File: src/rtl/voq_out_sched.sv
// -----------------------------------------------------------------------------
// voq_out_sched
//
// Output-side scheduler for one egress port, placed directly downstream of a
// bank of NUM_VOQ voq instances. It mirrors each VOQ's occupancy, picks a
// non-empty VOQ round-robin, pulses that VOQ's read_req_i for one cycle,
// captures the pointer it returns one cycle later, and offers the pointer
// (tagged with its source index) to the egress reader on valid/ready.
//
// Ports
//   clk              system clock
//   rst              asynchronous, active-high reset
//   voq_enq_i        copy of each VOQ's write_req_i (mirror counter input)
//   voq_rd_req_o     one-hot read_req_i to the granted VOQ (REQ cycle only)
//   voq_ptr_i        each VOQ's ptr_o
//   voq_ptr_valid_i  each VOQ's ptr_valid_o
//   out_ptr_o        dequeued pointer
//   out_src_o        index of the VOQ that supplied out_ptr_o
//   out_valid_o      out_ptr_o / out_src_o valid
//   out_ready_i      egress accepts when high together with out_valid_o
//   err_o            sticky: a granted VOQ returned ptr_valid low
//   grant_cnt_o      (VOQ_SCHED_STATS_EN only) per-VOQ 16-bit wrapping count
//                    of completed output handshakes
//
// Build option
//   VOQ_SCHED_STATS_EN  adds grant_cnt_o and its counters.
//
// ADDR_W and VOQ_DEPTH default to the system values of mem_pkg::ADDR_W and
// voq_pkg::VOQ_DEPTH; the integrating level overrides them from those packages.
// -----------------------------------------------------------------------------
module voq_out_sched #(
   parameter int NUM_VOQ   = 4,
   parameter int ADDR_W    = 12,
   parameter int VOQ_DEPTH = 8,
   parameter int SRC_W     = $clog2(NUM_VOQ)
) (
   input  logic                           clk,
   input  logic                           rst,
   input  logic [NUM_VOQ-1:0]             voq_enq_i,
   output logic [NUM_VOQ-1:0]             voq_rd_req_o,
   input  logic [NUM_VOQ-1:0][ADDR_W-1:0] voq_ptr_i,
   input  logic [NUM_VOQ-1:0]             voq_ptr_valid_i,
   output logic [ADDR_W-1:0]              out_ptr_o,
   output logic [SRC_W-1:0]               out_src_o,
   output logic                           out_valid_o,
   input  logic                           out_ready_i,
   output logic                           err_o
`ifdef VOQ_SCHED_STATS_EN
   ,
   output logic [NUM_VOQ-1:0][15:0]       grant_cnt_o
`endif
);

   localparam int CNT_W = $clog2(VOQ_DEPTH + 1);

   typedef enum logic [1:0] {
      S_IDLE,
      S_REQ,
      S_CAPT,
      S_HOLD
   } state_t;

   state_t             state_q, state_d;
   logic [SRC_W-1:0]   grant_q;
   logic [SRC_W-1:0]   rr_last_q;
   logic [SRC_W-1:0]   pick;
   logic [SRC_W-1:0]   idx;
   logic               any_elig;
   logic               load_grant;
   logic [NUM_VOQ-1:0] elig;
   logic [CNT_W-1:0]   cnt_q [NUM_VOQ];
   logic [CNT_W-1:0]   cnt_d [NUM_VOQ];
   logic               acc_wr;

   // Read request is decoded from state so an asynchronous reset removes it
   // in the same instant, without waiting for a clock.
   assign voq_rd_req_o = (state_q == S_REQ) ? (NUM_VOQ'(1) << grant_q) : '0;

   // Mirror occupancy: a write is dropped only when full and not read in the
   // same cycle, exactly as the VOQ itself behaves.
   always_comb begin
      // NOTE: every variable written here gets a value before any branch, so
      // no path leaves one unassigned and no latch is inferred.
      acc_wr = 1'b0;
      for (int i = 0; i < NUM_VOQ; i++) begin
         cnt_d[i] = cnt_q[i];
         elig[i]  = (cnt_q[i] != '0);
         acc_wr   = voq_enq_i[i] && ((cnt_q[i] < CNT_W'(VOQ_DEPTH)) || voq_rd_req_o[i]);
         if (acc_wr && !voq_rd_req_o[i]) begin
            cnt_d[i] = cnt_q[i] + CNT_W'(1);
         end else if (!acc_wr && voq_rd_req_o[i]) begin
            cnt_d[i] = cnt_q[i] - CNT_W'(1);
         end
      end
   end

   // NOTE: the counter array is reset because arbitration reads it on the
   // first cycle after reset; it is a handful of flops, not a RAM.
   always_ff @(posedge clk or posedge rst) begin
      if (rst) begin
         for (int i = 0; i < NUM_VOQ; i++) begin
            cnt_q[i] <= '0;
         end
      end else begin
         for (int i = 0; i < NUM_VOQ; i++) begin
            cnt_q[i] <= cnt_d[i];
         end
      end
   end

   // Round-robin: first eligible index after rr_last, wrapping.
   always_comb begin
      pick     = rr_last_q;
      idx      = rr_last_q;
      any_elig = 1'b0;
      for (int k = 1; k <= NUM_VOQ; k++) begin
         idx = SRC_W'((int'(rr_last_q) + k) % NUM_VOQ);
         if (!any_elig && elig[idx]) begin
            any_elig = 1'b1;
            pick     = idx;
         end
      end
   end

   always_comb begin
      state_d    = state_q;
      load_grant = 1'b0;
      case (state_q)
         S_IDLE: begin
            if (any_elig) begin
               load_grant = 1'b1;
               state_d    = S_REQ;
            end
         end
         S_REQ:  state_d = S_CAPT;
         S_CAPT: state_d = voq_ptr_valid_i[grant_q] ? S_HOLD : S_IDLE;
         S_HOLD: begin
            // HOLD is only entered with out_valid_o set, so out_ready_i alone
            // marks the handshake here.
            if (out_ready_i) begin
               if (any_elig) begin
                  load_grant = 1'b1;
                  state_d    = S_REQ;
               end else begin
                  state_d = S_IDLE;
               end
            end
         end
         default: state_d = S_IDLE;
      endcase
   end

   // NOTE: state is updated with non-blocking assignments so every register
   // here samples the values from before this edge, independent of order.
   always_ff @(posedge clk or posedge rst) begin
      if (rst) begin
         state_q     <= S_IDLE;
         grant_q     <= '0;
         rr_last_q   <= SRC_W'(NUM_VOQ - 1);
         out_ptr_o   <= '0;
         out_src_o   <= '0;
         out_valid_o <= 1'b0;
         err_o       <= 1'b0;
      end else begin
         state_q <= state_d;
         if (load_grant) begin
            grant_q   <= pick;
            rr_last_q <= pick;
         end
         if (state_q == S_CAPT) begin
            if (voq_ptr_valid_i[grant_q]) begin
               out_ptr_o   <= voq_ptr_i[grant_q];
               out_src_o   <= grant_q;
               out_valid_o <= 1'b1;
            end else begin
               err_o <= 1'b1;
            end
         end
         if ((state_q == S_HOLD) && out_ready_i) begin
            out_valid_o <= 1'b0;
         end
      end
   end

`ifdef VOQ_SCHED_STATS_EN
   always_ff @(posedge clk or posedge rst) begin
      if (rst) begin
         grant_cnt_o <= '0;
      end else if (out_valid_o && out_ready_i) begin
         grant_cnt_o[out_src_o] <= grant_cnt_o[out_src_o] + 16'd1;
      end
   end
`endif

endmodule
File: config.mk
export PLATFORM = sky130hd
export DESIGN_NAME = voq_out_sched
export DESIGN_NICKNAME = d
export VERILOG_FILES = /design/src/rtl/voq_out_sched.sv
export SDC_FILE = /design/constraint.sdc
export NUM_CORES = 1
export LEC_CHECK = 0
export ABC_AREA = 0
export BUFFER_PORTS_ARGS = -buffer_cell sky130_fd_sc_hd__buf_4
export CAP_MARGIN = 25
export CORE_MARGIN = 2
export CORE_UTILIZATION = 55
export CTS_CLUSTER_DIAMETER = 100
export CTS_CLUSTER_SIZE = 24
export DETAILED_ROUTE_END_ITERATION = 10
export HOLD_SLACK_MARGIN = 0.15
export PLACE_DENSITY = 0.9
export SYNTH_ARGS = -nofsm -noshare
export SYNTH_HDL_FRONTEND = slang
export SYNTH_SLANG_ARGS = --single-unit
File: constraint.sdc
create_clock -name clk -period 5.4 [get_ports clk]
set_clock_uncertainty 0.2 [all_clocks]
set_input_delay 0.27 -clock clk [delete_from_list [all_inputs] [get_ports clk]]
set_output_delay 0.27 -clock clk [all_outputs]
set_load 0.02 [all_outputs]
==> results of run 1 <==
## per-layer routing
metal	wire length, µm	vias up	share of wire (%)
li1	-	894	-
met1	2190	909	38
met2	2960	90	52
met3	453	16	7.9
met4	115	0	2.0
met5	0	-	0
## logic make-up (layout without fill, tap and decap cells)
kind of cell,Yosys count,in the layout
xor gates and xnor gates,16,16
buffers and inverters,23,105
DFF,38,38
adders and majority gates,21,21
and+or+nand+nor,33,33
AOI/OAI and AO/OA,40,40
muxes,29,29
## timing repair
| item | 4_1_cts | 5_1_grt |
|---|---|---|
| endpoints found under the setup margin | 0 | 0 |
| endpoints found under the hold margin | 37 | 0 |
| hold buffers | 2 | 0 |
## cell type report
class | count | area [µm²] | area share, %
tap | 52 | 65.1 | 2.07
sequential | 38 | 953 | 30.3
timing repair buffer | 81 | 613 | 19.5
multi-input combinational | 139 | 1360 | 43.3
inverter | 16 | 60.1 | 1.91
clock inverter | 1 | 5.00 | 0.159
clock buffer | 7 | 86.3 | 2.74
## worst min-delay path: stages
cell	delay (ns)
buf_4	0.07
mux4_2	0.21
mux2_2	0.14
## placed cells by master, fill, tap and decap left out, types with 2 or more instances in the layout
master / instances
a211oi_1: 2
a21boi_0: 4
a21o_1: 5
a21oi_1: 10
buf_4: 79
clkbuf_8: 6
dfrtp_1: 36
dfstp_2: 2
dlygate4sd3_1: 2
fa_1: 4
ha_1: 17
inv_1: 16
mux2_2: 16
mux4_2: 13
nand2_1: 8
nand3_1: 6
nor2_1: 8
nor3_1: 2
nor4_2: 2
o21ai_0: 7
o21ai_1: 3
or4_1: 2
xnor2_1: 12
xor2_1: 4
## state kept, by name, summed over array words and instances, names as in the netlist
name	flops
out_ptr_o	12
err_o	1
out_src_o	2
cnt_q	16
out_valid_o	1
grant_q	2
state_q	2
rr_last_q	2
## power groups by stage
stage	clock [µW]	sequential, µW	combinational [µW]
2_1_floorplan	0	631	797
6_report	202	644	1060
4_1_cts	205	641	1060
3_5_place_dp	0	645	1050
5_1_grt	218	668	1170
3_3_place_gp	0	636	997
## per-stage QoR
| step | area (µm²) | setup slack [ns] | utilization, % |
|---|---|---|---|
| 3_3_place_gp | 3030 | 2.38 | 70.2 |
| 2_1_floorplan | 2450 | 2.79 | - |
| 4_1_cts | 3150 | 2.23 | 72.7 |
| 5_1_grt | 3150 | 1.96 | 72.7 |
| 3_5_place_dp | 3030 | 2.27 | 70.2 |
| 6_report | 3150 | 2.29 | 72.7 |
## worst paths after layout
path	start	endpoint	slack [ns]	cells after the start
setup / recovery	grant_q[0]	cnt_q[3]	2.29	10
hold / removal	voq_ptr_i[1]	out_ptr_o[1]	0.23	3
setup reg to reg	grant_q[0]	cnt_q[3]	2.29	10
hold reg to reg	out_src_o[1]	out_src_o[1]	0.29	2
max in group asynchronous	rst	rr_last_q[1]	4.18	4
min in group asynchronous	rst	out_ptr_o[3]	0.47	4
==> flow_metrics.env, run 1 <==
export IMPL_synth_compound_area_share_pct=10.7
export IMPL_synth_edf_count=0
export IMPL_num_rows=24
export IMPL_critPathMaxFanout=16
export IMPL_grt_util_met2_pct=42.8
export IMPL_rsz0062_at_grt="no"
export IMPL_initial_utilization_pct=56.7
export IMPL_layout_drive_gt1_share_pct=43.6
export IMPL_ys_async_sr_fraction_pct=100
export IMPL_internal_power_uw=1110
export IMPL_clock_sinks=38
export IMPL_fin_cells=334
export IMPL_crit_required_ns=5.37
export IMPL_status="completed"
export IMPL_numPortBuffers=78
export IMPL_grt_max_degree=39
export IMPL_seqPwrFrac_pct=33.8
export IMPL_netlist_area_mm2=0.00245
export IMPL_viasPerCell=5.72
export IMPL_synth_adder_area_share_pct=11.9
export IMPL_antenna_found_initial=0
export IMPL_antennaDiodeCount=0
export IMPL_drc=0
export IMPL_cp_start_kind="flip-flop"
export IMPL_synth_top_area_share_pct=36.7
export IMPL_p_comb_share_pct=55.6
export IMPL_crit_slowest_cell="dfrtp_1"
export IMPL_p_leak_uw=0.00147
export IMPL_synth_simple_gate_area_share_pct=7.90
export IMPL_critical_path_class="reg -> reg"
export IMPL_crit_chain="nand3_1, a21boi_0, ha_1, inv_1, ha_1, a21o_1, a21oi_1, xnor2_1, nor2_1, xor2_1"
export IMPL_core_mm2=0.00432
export IMPL_max_clock_freq_mhz=322
export IMPL_crit_arrival_ns=3.08
export IMPL_crit_buf_inv=1
export IMPL_period_needed_ns=3.11
export IMPL_fin_nets=361
export IMPL_die_area_mm2=0.00501
export IMPL_cts_tree="built"
export IMPL_die_w_um=70.8
export IMPL_drtIter0Drc=91
export IMPL_syn_area_per_cell_um2=12.3
export IMPL_ctsResizeCount=0
export IMPL_crit_family="flip-flops"
export IMPL_cts_buffer_depth=2
export IMPL_synth_xor_xnor_area_share_pct=5.71
export IMPL_cts_made_buffers=5
export IMPL_grt_pass1_wl_mm=9.29
export IMPL_yosysUniqueCellTypes=38
export IMPL_drt_wirelength_per_cell_um=17.1
export IMPL_power_frac_clock_pct=10.6
export IMPL_power_switching_uw=802
export IMPL_synth_top_family_by_area="multiplexers"
export IMPL_muxShareOfSynthArea_pct=19.3
export IMPL_slew_limit_headroom_pct=41.8
export IMPL_top_usage_layer="met2"
export IMPL_total_power_uw=1910
export IMPL_p_sw_share_pct=42.0
export IMPL_ys_seq_area_share_pct=38.9
export IMPL_hpwl_mm=4.43
export IMPL_fill_cells=288
export IMPL_first_global_vias=2049
export IMPL_place_congestion=0.920
export IMPL_ys_top_cells_by_count="dfrtp_1, ha_1, inv_1, mux2_2, mux4_2"
export IMPL_syn_nets=280
export IMPL_synth_warnings=0
export IMPL_gr_usage_met3_pct=6.13
export IMPL_drt_total_wl_mm=5.72
export IMPL_firstDrtPassIters=5
export IMPL_grt_util_met1_pct=27.5
export IMPL_cp_common_cell="ha_1"
export IMPL_antenna_left=0
export IMPL_top_level_ports=79
export IMPL_worst_pin_slew_ns=0.873
export IMPL_fin_hold_ws_ns=0.230
export IMPL_ir_worst_vdd_uv=311
export IMPL_syn_inst=200
export IMPL_cpPeakStageDelay_ns=0.92
export IMPL_fin_tns_setup_ns=0
export IMPL_synth_area_top_cells="dfrtp_1, mux4_2, ha_1"
export IMPL_cts_htree_levels=2
export IMPL_min_period_over_period_pct=57.5
export IMPL_setup_violations=0
export IMPL_fp_dieH_um=70.8
export IMPL_slew_violations=0
export IMPL_yosysTopAreaCell="dfrtp_1"
export IMPL_ys_flop_type="dfrtp_1"
export IMPL_clk_latency_ns=0.30
export IMPL_power_density_mw_per_mm2=606
export IMPL_end_kind="flip-flop"
export IMPL_ys_ff_latch=38
export IMPL_track_usage_pct=23.8
export IMPL_yosysMostFrequentCell="dfrtp_1"
export IMPL_root_buffer="clkbuf_8"
export IMPL_cts_setup_buffers=0
export IMPL_dpl_cell_count=324
export IMPL_hold_viol_final=0
export IMPL_area_growth_pct=28.2
export IMPL_vias=1909
export IMPL_drv_cap=0
export IMPL_grt_overflow_total=0
export IMPL_clk_pin_slew_ns=0.07
export IMPL_hp_class="in -> reg"
(Power assumes the default switching activity.)
==> run 2: changes to the inputs <==
CORE_UTILIZATION = 46   (was 55)
PLACE_DENSITY = 0.8   (was 0.9)
clock period = 2.7 ns   (was 5.4 ns; I/O delays follow)
==> run 2 against run 1 <==
  * Die area is 18% higher
  * Non-clock buffer count up 30
  * Clock-buffer cell count down 1
  * Utilization decreased by 5.2 points
  * Highest routed layer unchanged
==> flow_metrics.env, run 2 (same netlist as run 1, synthesis figures left out) <==
export IMPL_cts_made_buffers=5
export IMPL_firstDrtPassIters=4
export IMPL_top_level_ports=79
export IMPL_drtIter0Drc=115
export IMPL_gr_usage_met3_pct=6.71
export IMPL_grt_max_degree=39
export IMPL_layout_drive_gt1_share_pct=42.3
export IMPL_ir_worst_vdd_uv=572
export IMPL_post_place_ws_ns=0.0343
export IMPL_viasPerCell=5.36
export IMPL_fin_nets=391
export IMPL_setup_violations=0
export IMPL_hold_viol_final=0
export IMPL_grt_overflow_total=0
export IMPL_clk_pin_slew_ns=0.08
export IMPL_top_regs="cnt_q (16), out_ptr_o (12)"
export IMPL_clk_latency_ns=0.30
export IMPL_die_area_mm2=0.00593
export IMPL_antenna_found_initial=0
export IMPL_cts_htree_levels=2
export IMPL_period_needed_ns=2.53
export IMPL_num_rows=26
export IMPL_largest_reg_flops=16
export IMPL_hp_class="in -> reg"
export IMPL_critical_path_class="reg -> reg"
export IMPL_drv_cap=0
export IMPL_crit_arrival_ns=2.50
export IMPL_track_usage_pct=23.0
export IMPL_worst_pin_slew_ns=0.573
export IMPL_root_buffer="clkbuf_8"
export IMPL_critPathMaxFanout=4
export IMPL_grt_pass1_wl_mm=10.6
export IMPL_r2r_setup_slack_ns=0.17
export IMPL_cts_tree="built"
export IMPL_clock_sinks=38
export IMPL_min_period_over_period_pct=93.6
export IMPL_drt_wirelength_per_cell_um=16.7
export IMPL_core_mm2=0.00514
export IMPL_fin_hold_ws_ns=0.214
export IMPL_power_density_mw_per_mm2=1150
export IMPL_final_area_mm2=0.00347
export IMPL_drt_total_wl_mm=6.40
export IMPL_numPortBuffers=78
export IMPL_final_common_cell="buf_4"
export IMPL_fp_dieH_um=77.0
export IMPL_placed_cell_area_mm2=0.00309
export IMPL_max_clock_freq_mhz=396
export IMPL_grt_util_met1_pct=25.5
export IMPL_hpwl_mm=4.12
export IMPL_vias=2048
export IMPL_first_global_vias=2143
export IMPL_layout_common_cells="buf_4, dfrtp_1, dlygate4sd3_1"
export IMPL_setup_slack_ns=0.172
export IMPL_antennaDiodeCount=0
export IMPL_crit_required_ns=2.67
export IMPL_rsz0062_at_grt="no"
export IMPL_grt_util_met2_pct=42.9
export IMPL_end_kind="flip-flop"
export IMPL_cp_start_kind="flip-flop"
export IMPL_largest_register="cnt_q"
export IMPL_slew_violations=0
export IMPL_top_usage_layer="met2"
export IMPL_status="completed"
export IMPL_slew_limit_headroom_pct=61.5
export IMPL_fin_tns_setup_ns=0
export IMPL_area_growth_pct=41.6
export IMPL_cts_buffer_depth=2
export IMPL_place_congestion=0.771
export IMPL_drc=0
export IMPL_antenna_left=0
export IMPL_die_w_um=77.0
export IMPL_initial_utilization_pct=47.7
export IMPL_p_leak_uw=0.00160
-- run 2: critical path, stage by stage, from the launching register on --
cell     delay (ns)
dfrtp_1        0.45
ha_4           0.19
nand3_1        0.14
buf_4          0.17
ha_1           0.21
inv_1          0.11
ha_1           0.23
a21o_2         0.20
a21oi_1        0.17
xnor2_1        0.13
nor2_1         0.06
xor2_1         0.14
-- run 2: where the power goes --
part	internal (µW)	switching, µW	leakage (µW)
clock network	179	202	0.0000450
logic	1300	1120	0.00111
registers	884	313	0.000445
total	2360	1630	0.00160
-- run 2: timing repair --
action | in CTS | in global routing
buffers inserted | 0 | 0
endpoints found under the setup margin | 0 | 4
hold endpoints to repair | 53 | 0
resized for setup | 0 | 8
hold buffers | 28 | 0
-- run 2: area by class of cell --
type	count	area [µm²]
Clock buffer	6	72.6
Clock inverter	2	10.0
Fill cell	377	1670
Inverter	16	60.1
Multi-Input combinational cell	139	1390
Sequential cell	38	953
Tap cell	70	87.6
Timing Repair Buffer	111	903
-- run 2: worst paths after layout --
path                         startpoint            to  cells past startpoint
max                          state_q[0]     cnt_q[15]                     11
min reg2reg                out_src_o[1]  out_src_o[1]                      2
max in group asynchronous           rst  rr_last_q[1]                      4
max reg2reg                  state_q[0]     cnt_q[15]                     11
min                        voq_enq_i[3]      cnt_q[0]                      4
min in group asynchronous           rst      cnt_q[3]                      4
-- run 2: through the flow --
step                      total power [µW]  instances  util, %
after CTS                             3960        382     67.1
after floorplan                       2860        200        -
after global routing                  4350        382     67.6
after global placement                3320        346     60.1
final                                 4000        382     67.6
after detailed placement              3410        346     60.1
-- run 2: metal layers --
| layer | part of all wire, % | routed length, µm |
|---|---|---|
| met5 | 0 | 0 |
| met4 | 1.8 | 113 |
| met3 | 6.7 | 429 |
| met2 | 53 | 3380 |
| met1 | 39 | 2480 |
